===== config.mk =====
export PLATFORM = sky130hd
export DESIGN_NAME = uart_tx_asm
export DESIGN_NICKNAME = d
export VERILOG_FILES = /design/src/rtl/uart_tx_asm.sv
export SDC_FILE = /design/constraint.sdc
export NUM_CORES = 1
export LEC_CHECK = 0
export BUFFER_PORTS_ARGS = -buffer_cell sky130_fd_sc_hd__clkbuf_2
export CAP_MARGIN = 40
export CORE_ASPECT_RATIO = 1.5
export CORE_MARGIN = 2
export CORE_UTILIZATION = 55
export CTS_CLUSTER_DIAMETER = 50
export DETAILED_ROUTE_END_ITERATION = 16
export PLACE_DENSITY = 0.79
export SETUP_SLACK_MARGIN = 0.4
export SYNTH_ARGS = -nofsm -noshare
export SYNTH_HDL_FRONTEND = slang
export SYNTH_SLANG_ARGS = --single-unit

===== constraint.sdc =====
create_clock -name clk -period 2.1 [get_ports clk]
set_input_delay 0 -clock clk [delete_from_list [all_inputs] [get_ports clk]]
set_output_delay 0 -clock clk [all_outputs]
set_load 0.01 [all_outputs]

===== src/rtl/uart_tx_asm.sv =====
// uart_tx_asm: transmit-side UART framer.
// Frame = start bit, data LSB-first, even parity (per byte or per word),
// then STOP_BITS stop bits. Each line bit is held for CLKS_PER_BIT clocks.
// All outputs are registered from next-state values so the line changes
// exactly on the clock edge that enters each bit.
module uart_tx_asm #(
    parameter int unsigned DATA_WIDTH   = 8,
    parameter int unsigned CLKS_PER_BIT = 1,
    parameter int unsigned STOP_BITS    = 1
) (
    input  logic                  clk,
    input  logic                  rst_n,
    input  logic                  in_valid,
    input  logic [DATA_WIDTH-1:0] in_data,
    input  logic                  parity_per_byte,
    output logic                  in_ready,
    output logic                  tx_out,
    output logic                  busy,
    output logic                  done
);

    localparam int unsigned BIT_W  = $clog2(DATA_WIDTH + 1);
    localparam int unsigned BAUD_W = $clog2(CLKS_PER_BIT + 1);
    localparam int unsigned STOP_W = 2;
    localparam int unsigned GRP_W  = 3;

    localparam logic [BAUD_W-1:0] BAUD_LAST = BAUD_W'(CLKS_PER_BIT - 1);
    localparam logic [BIT_W-1:0]  BIT_LAST  = BIT_W'(DATA_WIDTH - 1);
    localparam logic [BIT_W-1:0]  BIT_ALL   = BIT_W'(DATA_WIDTH);
    localparam logic [STOP_W-1:0] STOP_LAST = STOP_W'(STOP_BITS - 1);
    localparam logic [GRP_W-1:0]  GRP_LAST  = GRP_W'(7);

    typedef enum logic [2:0] {
        S_IDLE   = 3'd0,
        S_START  = 3'd1,
        S_DATA   = 3'd2,
        S_PARITY = 3'd3,
        S_STOP   = 3'd4
    } state_t;

    // Registered state and datapath
    state_t                r_state;
    logic [DATA_WIDTH-1:0] r_shift;
    logic                  r_mode;
    logic [BIT_W-1:0]      r_bit_cnt;
    logic [GRP_W-1:0]      r_grp_cnt;
    logic                  r_par;
    logic [BAUD_W-1:0]     r_baud_cnt;
    logic [STOP_W-1:0]     r_stop_cnt;

    // Next-state values
    state_t                w_state_nxt;
    logic [DATA_WIDTH-1:0] w_shift_nxt;
    logic                  w_mode_nxt;
    logic [BIT_W-1:0]      w_bit_cnt_nxt;
    logic [GRP_W-1:0]      w_grp_cnt_nxt;
    logic                  w_par_nxt;
    logic [BAUD_W-1:0]     w_baud_cnt_nxt;
    logic [STOP_W-1:0]     w_stop_cnt_nxt;

    // Next output values
    logic                  w_tx_nxt;
    logic                  w_busy_nxt;
    logic                  w_ready_nxt;
    logic                  w_done_nxt;

    // Helpers
    logic                  w_accept;
    logic                  w_end_bit;
    logic                  w_last_data;
    logic                  w_grp_full;

    assign w_accept    = in_valid && (r_state == S_IDLE);
    assign w_end_bit   = (r_baud_cnt == BAUD_LAST);
    assign w_last_data = (r_bit_cnt == BIT_LAST);
    assign w_grp_full  = r_mode && (r_grp_cnt == GRP_LAST);

    // Next-state, datapath and next-output logic
    always_comb begin
        w_state_nxt    = r_state;
        w_shift_nxt    = r_shift;
        w_mode_nxt     = r_mode;
        w_bit_cnt_nxt  = r_bit_cnt;
        w_grp_cnt_nxt  = r_grp_cnt;
        w_par_nxt      = r_par;
        w_baud_cnt_nxt = r_baud_cnt;
        w_stop_cnt_nxt = r_stop_cnt;
        w_done_nxt     = 1'b0;

        // Every non-idle state runs the bit-period counter the same way
        if (r_state != S_IDLE) begin
            w_baud_cnt_nxt = w_end_bit ? '0 : (r_baud_cnt + BAUD_W'(1));
        end

        unique case (r_state)
            S_IDLE: begin
                if (w_accept) begin
                    w_state_nxt    = S_START;
                    w_shift_nxt    = in_data;
                    w_mode_nxt     = parity_per_byte;
                    w_bit_cnt_nxt  = '0;
                    w_grp_cnt_nxt  = '0;
                    w_par_nxt      = 1'b0;
                    w_baud_cnt_nxt = '0;
                    w_stop_cnt_nxt = '0;
                end
            end

            S_START: begin
                if (w_end_bit) begin
                    w_state_nxt = S_DATA;
                end
            end

            S_DATA: begin
                if (w_end_bit) begin
                    w_shift_nxt   = r_shift >> 1;
                    w_par_nxt     = r_par ^ r_shift[0];
                    w_bit_cnt_nxt = r_bit_cnt + BIT_W'(1);
                    w_grp_cnt_nxt = r_grp_cnt + GRP_W'(1);
                    // Parity after a full byte group (per-byte mode) or after the final bit
                    if (w_last_data || w_grp_full) begin
                        w_state_nxt = S_PARITY;
                    end
                end
            end

            S_PARITY: begin
                if (w_end_bit) begin
                    w_par_nxt = 1'b0;
                    if (r_bit_cnt == BIT_ALL) begin
                        w_state_nxt    = S_STOP;
                        w_stop_cnt_nxt = '0;
                    end else begin
                        w_state_nxt = S_DATA;
                    end
                end
            end

            S_STOP: begin
                if (w_end_bit) begin
                    w_stop_cnt_nxt = r_stop_cnt + STOP_W'(1);
                    if (r_stop_cnt == STOP_LAST) begin
                        w_state_nxt = S_IDLE;
                        w_done_nxt  = 1'b1;
                    end
                end
            end

            default: begin
                w_state_nxt = S_IDLE;
            end
        endcase

        // Outputs follow the state being entered so they are valid right after the edge
        w_tx_nxt    = 1'b1;
        w_busy_nxt  = (w_state_nxt != S_IDLE);
        w_ready_nxt = (w_state_nxt == S_IDLE);
        unique case (w_state_nxt)
            S_IDLE:   w_tx_nxt = 1'b1;
            S_START:  w_tx_nxt = 1'b0;
            S_DATA:   w_tx_nxt = w_shift_nxt[0];
            S_PARITY: w_tx_nxt = w_par_nxt;
            S_STOP:   w_tx_nxt = 1'b1;
            default:  w_tx_nxt = 1'b1;
        endcase
    end

    // State register
    always_ff @(posedge clk or negedge rst_n) begin
        if (!rst_n) begin
            r_state <= S_IDLE;
        end else begin
            r_state <= w_state_nxt;
        end
    end

    // Datapath registers: shift register, mode, counters, running parity
    always_ff @(posedge clk or negedge rst_n) begin
        if (!rst_n) begin
            r_shift    <= '0;
            r_mode     <= 1'b0;
            r_bit_cnt  <= '0;
            r_grp_cnt  <= '0;
            r_par      <= 1'b0;
            r_baud_cnt <= '0;
            r_stop_cnt <= '0;
        end else begin
            r_shift    <= w_shift_nxt;
            r_mode     <= w_mode_nxt;
            r_bit_cnt  <= w_bit_cnt_nxt;
            r_grp_cnt  <= w_grp_cnt_nxt;
            r_par      <= w_par_nxt;
            r_baud_cnt <= w_baud_cnt_nxt;
            r_stop_cnt <= w_stop_cnt_nxt;
        end
    end

    // Output registers; reset forces an idle-high line immediately
    always_ff @(posedge clk or negedge rst_n) begin
        if (!rst_n) begin
            tx_out   <= 1'b1;
            busy     <= 1'b0;
            in_ready <= 1'b1;
            done     <= 1'b0;
        end else begin
            tx_out   <= w_tx_nxt;
            busy     <= w_busy_nxt;
            in_ready <= w_ready_nxt;
            done     <= w_done_nxt;
        end
    end

endmodule


==> results by group <==
Finish
  • Layout area overhead: 17.9%
  • Fraction of final layout cells sized beyond drive strength 1: between 20% and 30%
  • Final #Nets: 170
  • N_diodes: 0
  • Fill count: ~190

STA
  • Pins over their slew limit: 0
  • Clock period minus worst slack: 1.58 ns
  • Slew at the pin with the worst max-slew slack: about 0.65 ns
  • Clock skew: approximately 0.0079 ns
  • Part of the cycle the worst path needs: 75.1%
  • # setup viols final: 0
  • Maximum operating frequency: around 630 MHz
  • Worst relative slew slack: 56.8%
  • Final total negative setup slack: 0 ns
  • Number of failing hold endpoints at the final stage: 0
  • RSZ-0062 raised after global routing: true
  • Final hold slack: around 0.22 ns

Worst hold path
  • Classification of the worst-slack hold path: input pin to async pin

Placement
  • Final estimated routing congestion in global placement: about 0.86
  • Number of buffers added on ports: 15
  • Final HPWL from detailed placement: between 1500 and 2000 µm

Setup path
  • Worst Setup Path Type: register to register
  • Crit path cell chain: nor4b_2, buf_4, a22o_1, a21o_1, nor2b_1, o21ai_1
  • Highest cell delay on the worst timing path: 0.52 ns
  • CP Launch Type: register
  • Slowest library cell on the worst path: dfrtp_2
  • Crit path capture type: register
  • Instance count on the critical path: 6
  • Critical Path RT: around 2.4 ns
  • Family with the most delay on the worst path: flip-flops
  • Register-to-register setup slack: around 0.52 ns
  • Data arrival time of the worst path: roughly 1.8 ns
  • CP bufs+invs: 1
  • Max FO, Critical Path: 12
  • Number of cells on the worst reg-to-reg path: 6

Outcome
  • Run status: finished, final reports clean

Clock tree
  • Clock tree root driver cell: clkbuf_4
  • Total CTS buffers: 3
  • Worst-skew pair later-pin latency: between 0.3 and 0.4 ns
  • Sink Count: 27
  • Clock-pin slew of the registers on the worst-case setup and hold paths: ~0.14 ns
  • CTS tree: built
  • Htree depth: 1
  • CTS Buffer Depth: 2

Die
  • Count of pins on the block boundary: 16
  • Starting density of the core: about three fifths
  • Core region area: between 0.002 and 0.0025 mm²
  • Total Die Area: around 0.0028 mm²
  • Die span in y: approximately 64 µm
  • Num rows: 21
  • Chip Width: 44.0 µm

Route
  • Wire length per cell after detailed routing: between 10 and 15 µm
  • Initial drt markers: 30
  • Total via count in the routed design: roughly 1000
  • Via-per-instance ratio: a little under 6
  • Overall routed net length: 2460 µm
  • Antenna-violating nets left: 0
  • 1st-pass router iterations: 4
  • DRC: 0

Global routing
  • Global routing usage summed across all routing layers: 20.8%
  • Number of antenna violations at the first check in global routing: 0
  • Overflow after GRT: 0
  • Wire length of the first global-routing pass: about 4400 µm
  • Via count of the first global-routing pass: slightly below 1000
  • Busiest metal layer after global routing: met2
  • Maximum number of pins on one net before global-route repair: 28
  • Met3 Track Usage GR: 1.69%
  • Met1 global-route usage: 24.0%
  • Met2 usage in global routing: roughly two fifths

Logic synthesis
  • Synth cell types: ~40
  • Post-synth top area cell: dfrtp_1
  • Portion of synthesized cell area occupied by the leading cell type: a little under half
  • Leading cell types by total area after synthesis: dfrtp_1 (47%), nand2_1 (6.6%), ha_1 (4.7%), dfstp_2 (4.0%), a22oi_1 (3.4%)
  • Synthesized instance count: between 100 and 150
  • Primary FF master, synth: dfrtp_1
  • Sequential element share of the synthesized area: 51.5%
  • Synth warn: 0
  • Post-synthesis register bit count: 27
  • Mapped Nets: 140
  • Share of async-settable or async-resettable flops after synthesis: 100%
  • Per-instance average area after synthesis: roughly 11 µm²
  • Number of enable flip-flop cells after synthesis: 0
  • Most numerous cell in the Yosys netlist: dfrtp_1
  • Top post-synthesis cells by count: dfrtp_1 (25), nand2_1 (23), inv_1 (7)
  • Mapped Area: between 0.001 and 0.0015 mm²

Flow run
  • Total of max-cap violations: 0

Pwr
  • Peak VDD IR: between 0.6 and 0.7 mV
  • Total leakage power: 0.754 nW
  • Pwr/cell area: 1280 mW/mm²
## flip-flops by register name, indices dropped and copies added (netlist names)
name and flops:
r_grp_cnt 3, tx_out 1, r_bit_cnt 4, r_stop_cnt 2, r_par 1, busy 1, in_ready 1, r_shift 8
r_state 3, r_baud_cnt 1, done 1, r_mode 1
## area by class of cell
class                   instances  area [µm²]  share of cell area [%]
clock buffers                   4        26.3                    1.69
inverters                       7        26.3                    1.69
multi-input cells              83         568                    36.6
flip-flops and latches         27         682                    43.9
well taps                      23        28.8                    1.85
repair buffers                 31         223                    14.3
## where the power goes
part           internal, W  total [W]  switching, W
registers         0.000723   0.000889      0.000166
clock network    0.0000742   0.000214      0.000140
logic             0.000405   0.000879      0.000474
## metrics by stage
step                      instance area [µm²]  worst slack (ns)  power (W)  cells  utilization (%)
after floorplan                          1320             0.615    0.00152    123                -
after global placement                   1390             0.281    0.00168    157             61.3
after detailed placement                 1390             0.253    0.00171    157             61.3
after CTS                                1520             0.414    0.00195    172             67.4
after global routing                     1550             0.395    0.00215    175             68.8
final                                    1550             0.522    0.00198    175             68.8
## layer usage
layer	wire length (µm)	up-vias
li1	-	484
met1	986	501
met2	1350	25
met3	72	4
met4	46	0
met5	0	-
## timing repair
| item | CTS | global route |
|---|---|---|
| resized for setup | 1 | 4 |
| setup endpoints to repair | 8 | 5 |
| hold endpoints to repair | 35 | 0 |
| hold buffers | 11 | 0 |
| setup buffers | 0 | 3 |
## final timing paths
path / startpoint / to
max in group asynchronous: rst_n / r_state[0]
hold / removal: rst_n / r_stop_cnt[1]
setup reg to reg: r_state[0] / tx_out
hold reg to reg: r_grp_cnt[1] / r_grp_cnt[1]
setup / recovery: r_state[0] / tx_out
min in group clk: in_valid / r_baud_cnt
## cell families (layout without fill, tap and decap cells)
logic type      count (synthesis)  in the layout  share of synthesized area (%)
compound gates                 23             23                           12.8
xor+xnor                        2              2                           1.33
fa+ha+maj                       5              5                           4.75
buf+inv                        13             42                           5.89
flops                          27             27                           51.5
mux                             4              4                           3.23
simple gates                   49             49                           20.5
## cells in the final DEF (no fill, tap or decap), types with 2 or more instances in the layout
master,instances
dfstp_2,2
nor4b_1,2
a22o_1,2
clkbuf_2,15
o21ai_1,2
nor2_2,2
nand2_1,23
a22oi_1,6
nand3_1,4
clkbuf_4,3
nor2_1,5
mux2i_1,2
o21ai_0,4
and2b_2,2
inv_1,7
dlygate4sd3_1,11
ha_1,5
dfrtp_2,3
buf_4,5
dfrtp_1,22
Note: power is estimated with default switching activity, not from simulation.
